### src/rtl/ahblite_pkg.sv
// ahblite_pkg: shared AHB-Lite encodings, slave-port count and default-slave states
package ahblite_pkg;
    localparam logic [1:0] HTRANS_IDLE   = 2'b00;
    localparam logic [1:0] HTRANS_BUSY   = 2'b01;
    localparam logic [1:0] HTRANS_NONSEQ = 2'b10;
    localparam logic [1:0] HTRANS_SEQ    = 2'b11;
    localparam logic HRESP_OKAY  = 1'b0;
    localparam logic HRESP_ERROR = 1'b1;
    localparam int NUM_PORTS = 6;
    localparam int DEF_BIT   = NUM_PORTS;
    typedef enum logic [1:0] {
        DS_IDLE = 2'd0,
        DS_ERR1 = 2'd1,
        DS_ERR2 = 2'd2
    } ds_state_e;
endpackage

### src/rtl/ahblite_default_slave.sv
// ahblite_default_slave: two-cycle ERROR responder for unmapped NONSEQ/SEQ transfers
// Ports:
//   HCLK, HRESETn      clock, asynchronous active-low reset
//   HREADY, HTRANS     system ready and transfer type, qualify address-phase capture
//   sel_none           no enabled slave selected in this address phase
//   HREADYOUT, HRESP   default-slave response, meaningful only while it owns the data phase
module ahblite_default_slave
    import ahblite_pkg::*;
(
    input  logic       HCLK,
    input  logic       HRESETn,
    input  logic       HREADY,
    input  logic [1:0] HTRANS,
    input  logic       sel_none,
    output logic       HREADYOUT,
    output logic       HRESP
);
    ds_state_e state_q, state_d;
    logic start;

    assign start = HREADY & sel_none & (HTRANS == HTRANS_NONSEQ || HTRANS == HTRANS_SEQ);

    always_ff @(posedge HCLK or negedge HRESETn) begin
        if (!HRESETn) state_q <= DS_IDLE;
        else          state_q <= state_d;
    end

    always_comb begin
        state_d   = state_q;
        HREADYOUT = 1'b1;
        HRESP     = HRESP_OKAY;
        case (state_q)
            DS_IDLE: state_d = start ? DS_ERR1 : DS_IDLE;
            DS_ERR1: begin
                state_d   = DS_ERR2;
                HREADYOUT = 1'b0;
                HRESP     = HRESP_ERROR;
            end
            DS_ERR2: begin
                // ERR2 is a ready cycle, so a new unmapped transfer may be captured here
                state_d = start ? DS_ERR1 : DS_IDLE;
                HRESP   = HRESP_ERROR;
            end
            default: state_d = DS_IDLE;
        endcase
    end
endmodule

### src/rtl/ahblite_slave_mux.sv
// ahblite_slave_mux: AHB-Lite data-phase response mux with integrated default slave
// Ports:
//   HCLK, HRESETn            clock, asynchronous active-low reset
//   HREADY, HTRANS           system ready (fed back HREADYOUT) and transfer type
//   Pn_HSEL                  decoder selects for the current address phase (n = 0,1,2,3,5,6)
//   Pn_HREADYOUT/HRESP/HRDATA slave responses
//   HREADYOUT, HRESP, HRDATA  muxed response to the master
module ahblite_slave_mux
    import ahblite_pkg::*;
#(
    parameter bit PORT0_EN = 1'b1,
    parameter bit PORT1_EN = 1'b1,
    parameter bit PORT2_EN = 1'b1,
    parameter bit PORT3_EN = 1'b1,
    parameter bit PORT5_EN = 1'b1,
    parameter bit PORT6_EN = 1'b1
) (
    input  logic        HCLK,
    input  logic        HRESETn,
    input  logic        HREADY,
    input  logic [1:0]  HTRANS,
    input  logic        P0_HSEL,
    input  logic        P1_HSEL,
    input  logic        P2_HSEL,
    input  logic        P3_HSEL,
    input  logic        P5_HSEL,
    input  logic        P6_HSEL,
    input  logic        P0_HREADYOUT,
    input  logic        P1_HREADYOUT,
    input  logic        P2_HREADYOUT,
    input  logic        P3_HREADYOUT,
    input  logic        P5_HREADYOUT,
    input  logic        P6_HREADYOUT,
    input  logic        P0_HRESP,
    input  logic        P1_HRESP,
    input  logic        P2_HRESP,
    input  logic        P3_HRESP,
    input  logic        P5_HRESP,
    input  logic        P6_HRESP,
    input  logic [31:0] P0_HRDATA,
    input  logic [31:0] P1_HRDATA,
    input  logic [31:0] P2_HRDATA,
    input  logic [31:0] P3_HRDATA,
    input  logic [31:0] P5_HRDATA,
    input  logic [31:0] P6_HRDATA,
    output logic        HREADYOUT,
    output logic        HRESP,
    output logic [31:0] HRDATA
);
    // Bit i of the port vectors is port P0,P1,P2,P3,P5,P6; bit DEF_BIT of the select is the default slave
    logic [NUM_PORTS-1:0] hsel, first, rdy, rsp;
    logic [31:0]          rd [NUM_PORTS];
    logic [NUM_PORTS:0]   sel_q, sel_d;
    logic                 sel_none, seq_xfer, ds_ready, ds_resp;

    assign hsel = {P6_HSEL, P5_HSEL, P3_HSEL, P2_HSEL, P1_HSEL, P0_HSEL}
                & {PORT6_EN, PORT5_EN, PORT3_EN, PORT2_EN, PORT1_EN, PORT0_EN};
    assign rdy  = {P6_HREADYOUT, P5_HREADYOUT, P3_HREADYOUT, P2_HREADYOUT, P1_HREADYOUT, P0_HREADYOUT};
    assign rsp  = {P6_HRESP, P5_HRESP, P3_HRESP, P2_HRESP, P1_HRESP, P0_HRESP};
    assign rd   = '{P0_HRDATA, P1_HRDATA, P2_HRDATA, P3_HRDATA, P5_HRDATA, P6_HRDATA};

    // Lowest set bit wins, which gives P0 the highest priority
    assign first    = hsel & (~hsel + NUM_PORTS'(1));
    assign sel_none = ~|hsel;
    assign seq_xfer = HTRANS == HTRANS_NONSEQ || HTRANS == HTRANS_SEQ;
    assign sel_d    = !HREADY   ? sel_q
                    : !sel_none ? {1'b0, first}
                    : {seq_xfer, {NUM_PORTS{1'b0}}};

    always_ff @(posedge HCLK or negedge HRESETn) begin
        if (!HRESETn) sel_q <= '0;
        else          sel_q <= sel_d;
    end

    ahblite_default_slave u_def (
        .HCLK      (HCLK),
        .HRESETn   (HRESETn),
        .HREADY    (HREADY),
        .HTRANS    (HTRANS),
        .sel_none  (sel_none),
        .HREADYOUT (ds_ready),
        .HRESP     (ds_resp)
    );

    always_comb begin
        HREADYOUT = sel_q[DEF_BIT] ? ds_ready : 1'b1;
        HRESP     = sel_q[DEF_BIT] ? ds_resp : HRESP_OKAY;
        HRDATA    = '0;
        for (int i = 0; i < NUM_PORTS; i++) begin
            if (sel_q[i]) begin
                HREADYOUT = rdy[i];
                HRESP     = rsp[i];
                HRDATA    = rd[i];
            end
        end
    end
endmodule

### config.mk
export PLATFORM = sky130hd
export DESIGN_NAME = ahblite_slave_mux
export DESIGN_NICKNAME = d
export VERILOG_FILES = /design/src/rtl/ahblite_pkg.sv /design/src/rtl/ahblite_default_slave.sv /design/src/rtl/ahblite_slave_mux.sv
export SDC_FILE = /design/constraint.sdc
export NUM_CORES = 1
export LEC_CHECK = 0
export ABC_AREA = 0
export ABC_CLOCK_PERIOD_IN_PS = 1400
export BUFFER_PORTS_ARGS = -buffer_cell sky130_fd_sc_hd__buf_4
export CORE_MARGIN = 10
export CORE_UTILIZATION = 28
export CTS_BUF_LIST = sky130_fd_sc_hd__clkbuf_16
export DETAILED_ROUTE_END_ITERATION = 8
export PLACE_DENSITY = 0.78
export SETUP_SLACK_MARGIN = 0.15
export SLEW_MARGIN = 20
export SYNTH_ARGS = -nofsm -noshare
export SYNTH_HDL_FRONTEND = slang
export SYNTH_SLANG_ARGS = --single-unit
### constraint.sdc
create_clock -name HCLK -period 1.4 [get_ports HCLK]
set_input_delay 0.07 -clock HCLK [delete_from_list [all_inputs] [get_ports HCLK]]
set_output_delay 0.07 -clock HCLK [all_outputs]
set_load 0.05 [all_outputs]
After elaboration in Yosys (flattened, before gate mapping)
Cells that the tools add are included.
{ "totals": {"wordCells": 42, "inputBits": 215, "out_inout_bits": 34, "register_bits": 9} }
{ "op_classes": {"bitwise": 4, "eq_ne": 4, "muxes": 25, "addsub": 1, "n_reduce_logical": 6} }
{ "ops": {"columns": ["op", "n"], "rows": [
  ["$mux W32", 6],
  ["$mux W1", 17],
  ["$mux W7", 1],
  ["$add A6 B1 Y6 const B", 1],
  ["$and A6 B6 Y6", 1],
  ["$eq A2 B2 Y1 const B", 3],
  ["$not A6 Y6", 1],
  ["$reduce_or A6 Y1", 1],
  ["$pmux W2 S2", 1],
  ["$reduce_or A2 Y1", 2],
  ["$and A1 B1 Y1", 2],
  ["$eq A2 B1 Y1 const B", 1],
  ["$logic_not A2 Y1", 1],
  ["$logic_not A1 Y1", 1],
  ["$logic_or A1 B1 Y1", 1]
]} }

Depth between registers and ports, before layout
{ "depth": {"depth_word": 10, "depth_mapped": 7, "depth_no_buf": 6} }

Cells and area by module
Synthesis repeated with hierarchy kept, for this count alone.
{ "unflattened": {"cells_unflattened": 294, "hier_area_um2": 2089.5} }
{ "by_module_without_submodules": {"columns": ["module", "cells_per_inst", "n_inst", "area_per_inst_um2"], "rows": [
  ["ahblite_slave_mux", 281, 1, 1949.4],
  ["ahblite_default_slave", 13, 1, 140.1]
]} }

Least setup slack after synthesis
OpenSTA, ideal clock, no wires.
{ "synth_path": {"path_kind": "reg-to-output", "start": "register sel_q[1]", "end": "output port HRESP", "stages_incl_launch_ff": 7, "arrival_time_ns": 2.610, "required_ns": 1.330, "setup_slack_ns": -1.280, "cell_sequence": "dfrtp_1 -> buf_4 -> nor2b_1 -> buf_2 -> buf_2 -> a221oi_1 -> o41ai_1"} }
{ "synth_between": {"elab_chain_len": 5} }
{ "synth_rtl": {"columns": ["element", "line_no", "source"], "rows": [
  ["start: declaration", "ahblite_slave_mux.sv:53", "logic [NUM_PORTS:0] sel_q, sel_d;"],
  ["start signal: assignment", "ahblite_slave_mux.sv:72", "else sel_q <= sel_d;"],
  ["$mux W1 (5 in series)", "ahblite_slave_mux.sv:90", "if (sel_q[i]) begin"],
  ["end: declaration", "ahblite_slave_mux.sv:47", "output logic HRESP,"]
]} }
No other way between the ends.

Final worst setup path
{ "layout_path": {"start": "register sel_q[1]", "end": "output port HRDATA[2]"} }
{ "layout_between": {"elab_chain_len": 5} }
{ "layout_rtl": {"columns": ["element", "line_no", "source"], "rows": [
  ["$mux W32 (5 in series)", "ahblite_slave_mux.sv:90", null],
  ["end: declaration", "ahblite_slave_mux.sv:48", "output logic [31:0] HRDATA"]
]} }
No other way between the ends.

==> metrics.sh <==
SYN_TO_FINAL_GROWTH_PCT=180.2
CTS_MAX_PATH_BUFFERS=2
CTSHTREEMAXLEVEL=1
DRT-WIRELENGTH-PER-CELL_UM=22.86
RSZ0062_AT_GRT='true'
CTSROOTBUFFERMASTER='sky130_fd_sc_hd__clkbuf_16'
MAX_STAGE_DELAY_PS=440
PATH_CLASS='reg -> out'
DETAILEDPLACE.WORSTSLACK_PS=-277.8
CRIT_SLOWEST_CELL='sky130_fd_sc_hd__dfrtp_2'
IOPINCOUNT=249
VIASPERCELL=5.790
DIE_WIDTH_UM=99.86
WORST-ENDPOINT-REQUIRED_PS=1330
LAYOUT.CELLS.MOST_COMMON_LIST='238 x sky130_fd_sc_hd__buf_4, 37 x sky130_fd_sc_hd__nand2_1, 35 x sky130_fd_sc_hd__buf_6'
DRT-INITIAL-DRC-COUNT=196
WORSTPATHMAXFANOUT=8
DRC=0
LAYOUT-DRIVE-GT1-SHARE_PCT=67.11
TRITONCTS.NUM_BUFFERS=3
TIMING.CLOCK.SKEW_PS=0.2825
PIN_COUNT_OF_THE_BIGGEST_NET_ENTERING_GLOBAL_ROUTING=22
FINALCRITPERIODSHARE_PCT=136.3
VIOLATIONS='negative setup slack'
MAX_CLOCK_FREQ_MHz=524.0
RUN_STATUS='complete, but fails checks'
NUM_VIAS=3474
CRIT_CHAIN='nor2b_4 -> buf_6 -> clkbuf_16 -> a221o_1 -> o211ai_1 -> a31oi_4 -> buf_6'
YOSYS_WARNINGS=0
POST_SYNTH.CELL_AREA_AVG_UM2=7.002
NETS=743
NUM_ANTENNA_CELLS=0
REGTOREGSETUPSLACK_PS=360
POST_SYNTH_INST_COUNT=255
MAXSLEWHEADROOM_PCT=75.03
TOTALNEGATIVESETUPSLACK_PS=-14520
SLEW_VIOLATIONS=0
CRIT_TOP_CELL='sky130_fd_sc_hd__buf_6'
SYNTHESIS.AREA_UM2=1785
COREAREA_UM2=6277
OVERALL_POWER_OF_THE_COMPLETED_LAYOUT_mW=3.445
NUMPORTBUFFERS=247
WORSTSETUPENDPOINTTYPE='output port'
GRT.TOTAL_USAGE_PCT=24.73
TIMING_HOLD_VIOLATIONS_FINAL=0
WORST_SKEW_PAIR.LATE_LATENCY_PS=240
MOST_FREQUENT_STANDARD_CELL_IN_THE_LAYOUT_EXCLUDING_FILL_AND_TAP_CELLS='sky130_fd_sc_hd__buf_4'
DIE-AREA_UM2=9971
DRT_PASS1_ITERATIONS=4
SYNTH-ASYNC-RESET-RATIO_PCT=100.0
DRTANTENNAVIOLNETS=0
TRITONCTS='built'
CLK_PIN_SLEW_WORST_PATHS_PS=40
GLOBALROUTEOVERFLOWTOTAL=0
YS.FLOP_TYPE='sky130_fd_sc_hd__dfrtp_1'
TIMING.FINAL.WS_SETUP_PS=-508.3
CLOCK-SINKS=9
GRT_PASS1_WL_MM=20.17
WIRELENGTH_MM=13.72
POWER.DENSITY_CELL_AREA_nW_PER_UM2=688.6
LEAKAGE_nW=2.205
FIN_CRIT_PS=1908
VIA_COUNT_OF_THE_FIRST_GLOBAL_ROUTING_PASS=3644
CAP_VIOL_MAX_COUNT=0
SYNTH_CELL_TYPES=30
YS_SEQ_AREA_SHARE_PCT=12.61
WORST_SLEW_PIN_SLEW_PS=372.9
SYNTH-SEQ-CELLS=9
SYNTH_ENABLE_FLOP_CELLS=0
CRITICAL_PATH_ARRIVAL_PS=1840
DP_HPWL_MM=11.15
SYNTH_NETS=474
SETUP-VIOLATIONS-FINAL=34
CHIPHEIGHT_UM=99.86
IR_DROP_V=0.0008308
NUMBER_OF_ANTENNA_VIOLATIONS_AT_THE_FIRST_CHECK_IN_GLOBAL_ROUTING=0
HOLD_PATH_CLASS='in -> reg'
INITIAL_CORE_UTILIZATION_PCT=28.44
CP_TOP_FAMILY='buffers and inverters'
GP_CONGESTION=0.8587
CATEGORY_OF_THE_WORST_SETUP_PATH_LAUNCH_POINT='flop'
WORST-PATH-BUF-INV=3
NUM_ROWS=29
-- cells in the mapped netlist, types with 3 or more instances --
master                     number  share of area, %
sky130_fd_sc_hd__a21oi_1        6               1.7
sky130_fd_sc_hd__a221o_1       32                18
sky130_fd_sc_hd__a31oi_1       32                11
sky130_fd_sc_hd__buf_2          7               2.0
sky130_fd_sc_hd__buf_4          3               1.3
sky130_fd_sc_hd__clkbuf_1      22               4.6
sky130_fd_sc_hd__clkinv_1       3              0.63
sky130_fd_sc_hd__dfrtp_1        9                13
sky130_fd_sc_hd__ha_1           4               2.8
sky130_fd_sc_hd__inv_1          6               1.3
sky130_fd_sc_hd__nand2_1       38               8.0
sky130_fd_sc_hd__nand3b_1       3               1.3
sky130_fd_sc_hd__nor2_1         4              0.84
sky130_fd_sc_hd__o211ai_1      33                14
sky130_fd_sc_hd__o21ai_0        4               1.1
sky130_fd_sc_hd__o22ai_1       33                12
-- timing repair --
| action | in CTS | in global routing |
|---|---|---|
| pin swaps | 20 | 36 |
| gates resized for setup | 53 | 12 |
| buffers inserted | 3 | 5 |
| hold buffers | 1 | 0 |
| setup endpoints to repair | 34 | 34 |
| endpoints found under the hold margin | 9 | 0 |
| gates cloned | 1 | 2 |
-- where the power goes --
group          leakage [nW]  switching [mW]  internal (mW)
Clock                0.0423           0.124          0.373
Combinational          2.04            1.35           1.31
Sequential            0.119          0.0120          0.271
Total                  2.21            1.49           1.96
-- final cells by class --
type / count / area (um2)
clock inverter: 1 / 3.754
multi-input combinational: 205 / 1958
clock buffer: 3 / 75.07
fill: 412 / 1274
inverter: 9 / 36.28
timing repair buffer: 296 / 2606
sequential: 9 / 227.7
tap: 77 / 96.34
-- cell families (layout without fill, tap and decap cells) --
| group | after synthesis | after routing | share of synthesized area, % |
|---|---|---|---|
| compound gates | 148 | 148 | 61.04 |
| fa+ha+maj | 4 | 4 | 2.803 |
| buf+inv | 41 | 309 | 9.740 |
| flops | 9 | 9 | 12.61 |
| mux | 1 | 1 | 0.6306 |
| simple gates | 52 | 52 | 13.17 |
-- per-layer routing --
metal | GRT usage (%) | part of all wire [%] | vias to the layer above
li1 | - | - | 1607
met1 | 26.81 | 35 | 1637
met2 | 45.89 | 53 | 197
met3 | 6.250 | 9.4 | 33
met4 | 7.166 | 2.8 | 0
met5 | 0 | 0 | -
-- flip-flops by register name, summed over array words and instances (netlist names) --
| signal | count |
|---|---|
| sel_q | 7 |
| u_def.state_q | 2 |
-- tightest hold or removal path, stage by stage --
cell                      delay [ps]
sky130_fd_sc_hd__buf_4            80
sky130_fd_sc_hd__nand2_1          50
sky130_fd_sc_hd__o21ai_0          70
-- worst paths after layout --
path / startpoint / end / depth (start not counted)
worst max register to register: sel_q[2] / sel_q[2] / 3
min in group asynchronous: HRESETn / u_def.state_q[1] / 2
max in group asynchronous: HRESETn / sel_q[1] / 2
worst min-delay path: P6_HSEL / sel_q[5] / 3
worst min register to register: u_def.state_q[0] / u_def.state_q[1] / 2
worst max-delay path: sel_q[1] / HRDATA[2] / 7
-- per-stage QoR --
step                instances  hold WS [ps]  area (um2)  util [%]
floorplan                 255        -225.6        2364         -
global placement          584        -104.6        4572     72.83
detailed placement        584        -103.7        4572     72.83
CTS                       593         66.89        4887     77.86
global route              600         71.96        5004     79.71
finish                    600         76.25        5004     79.71
(Power assumes the default switching activity.)
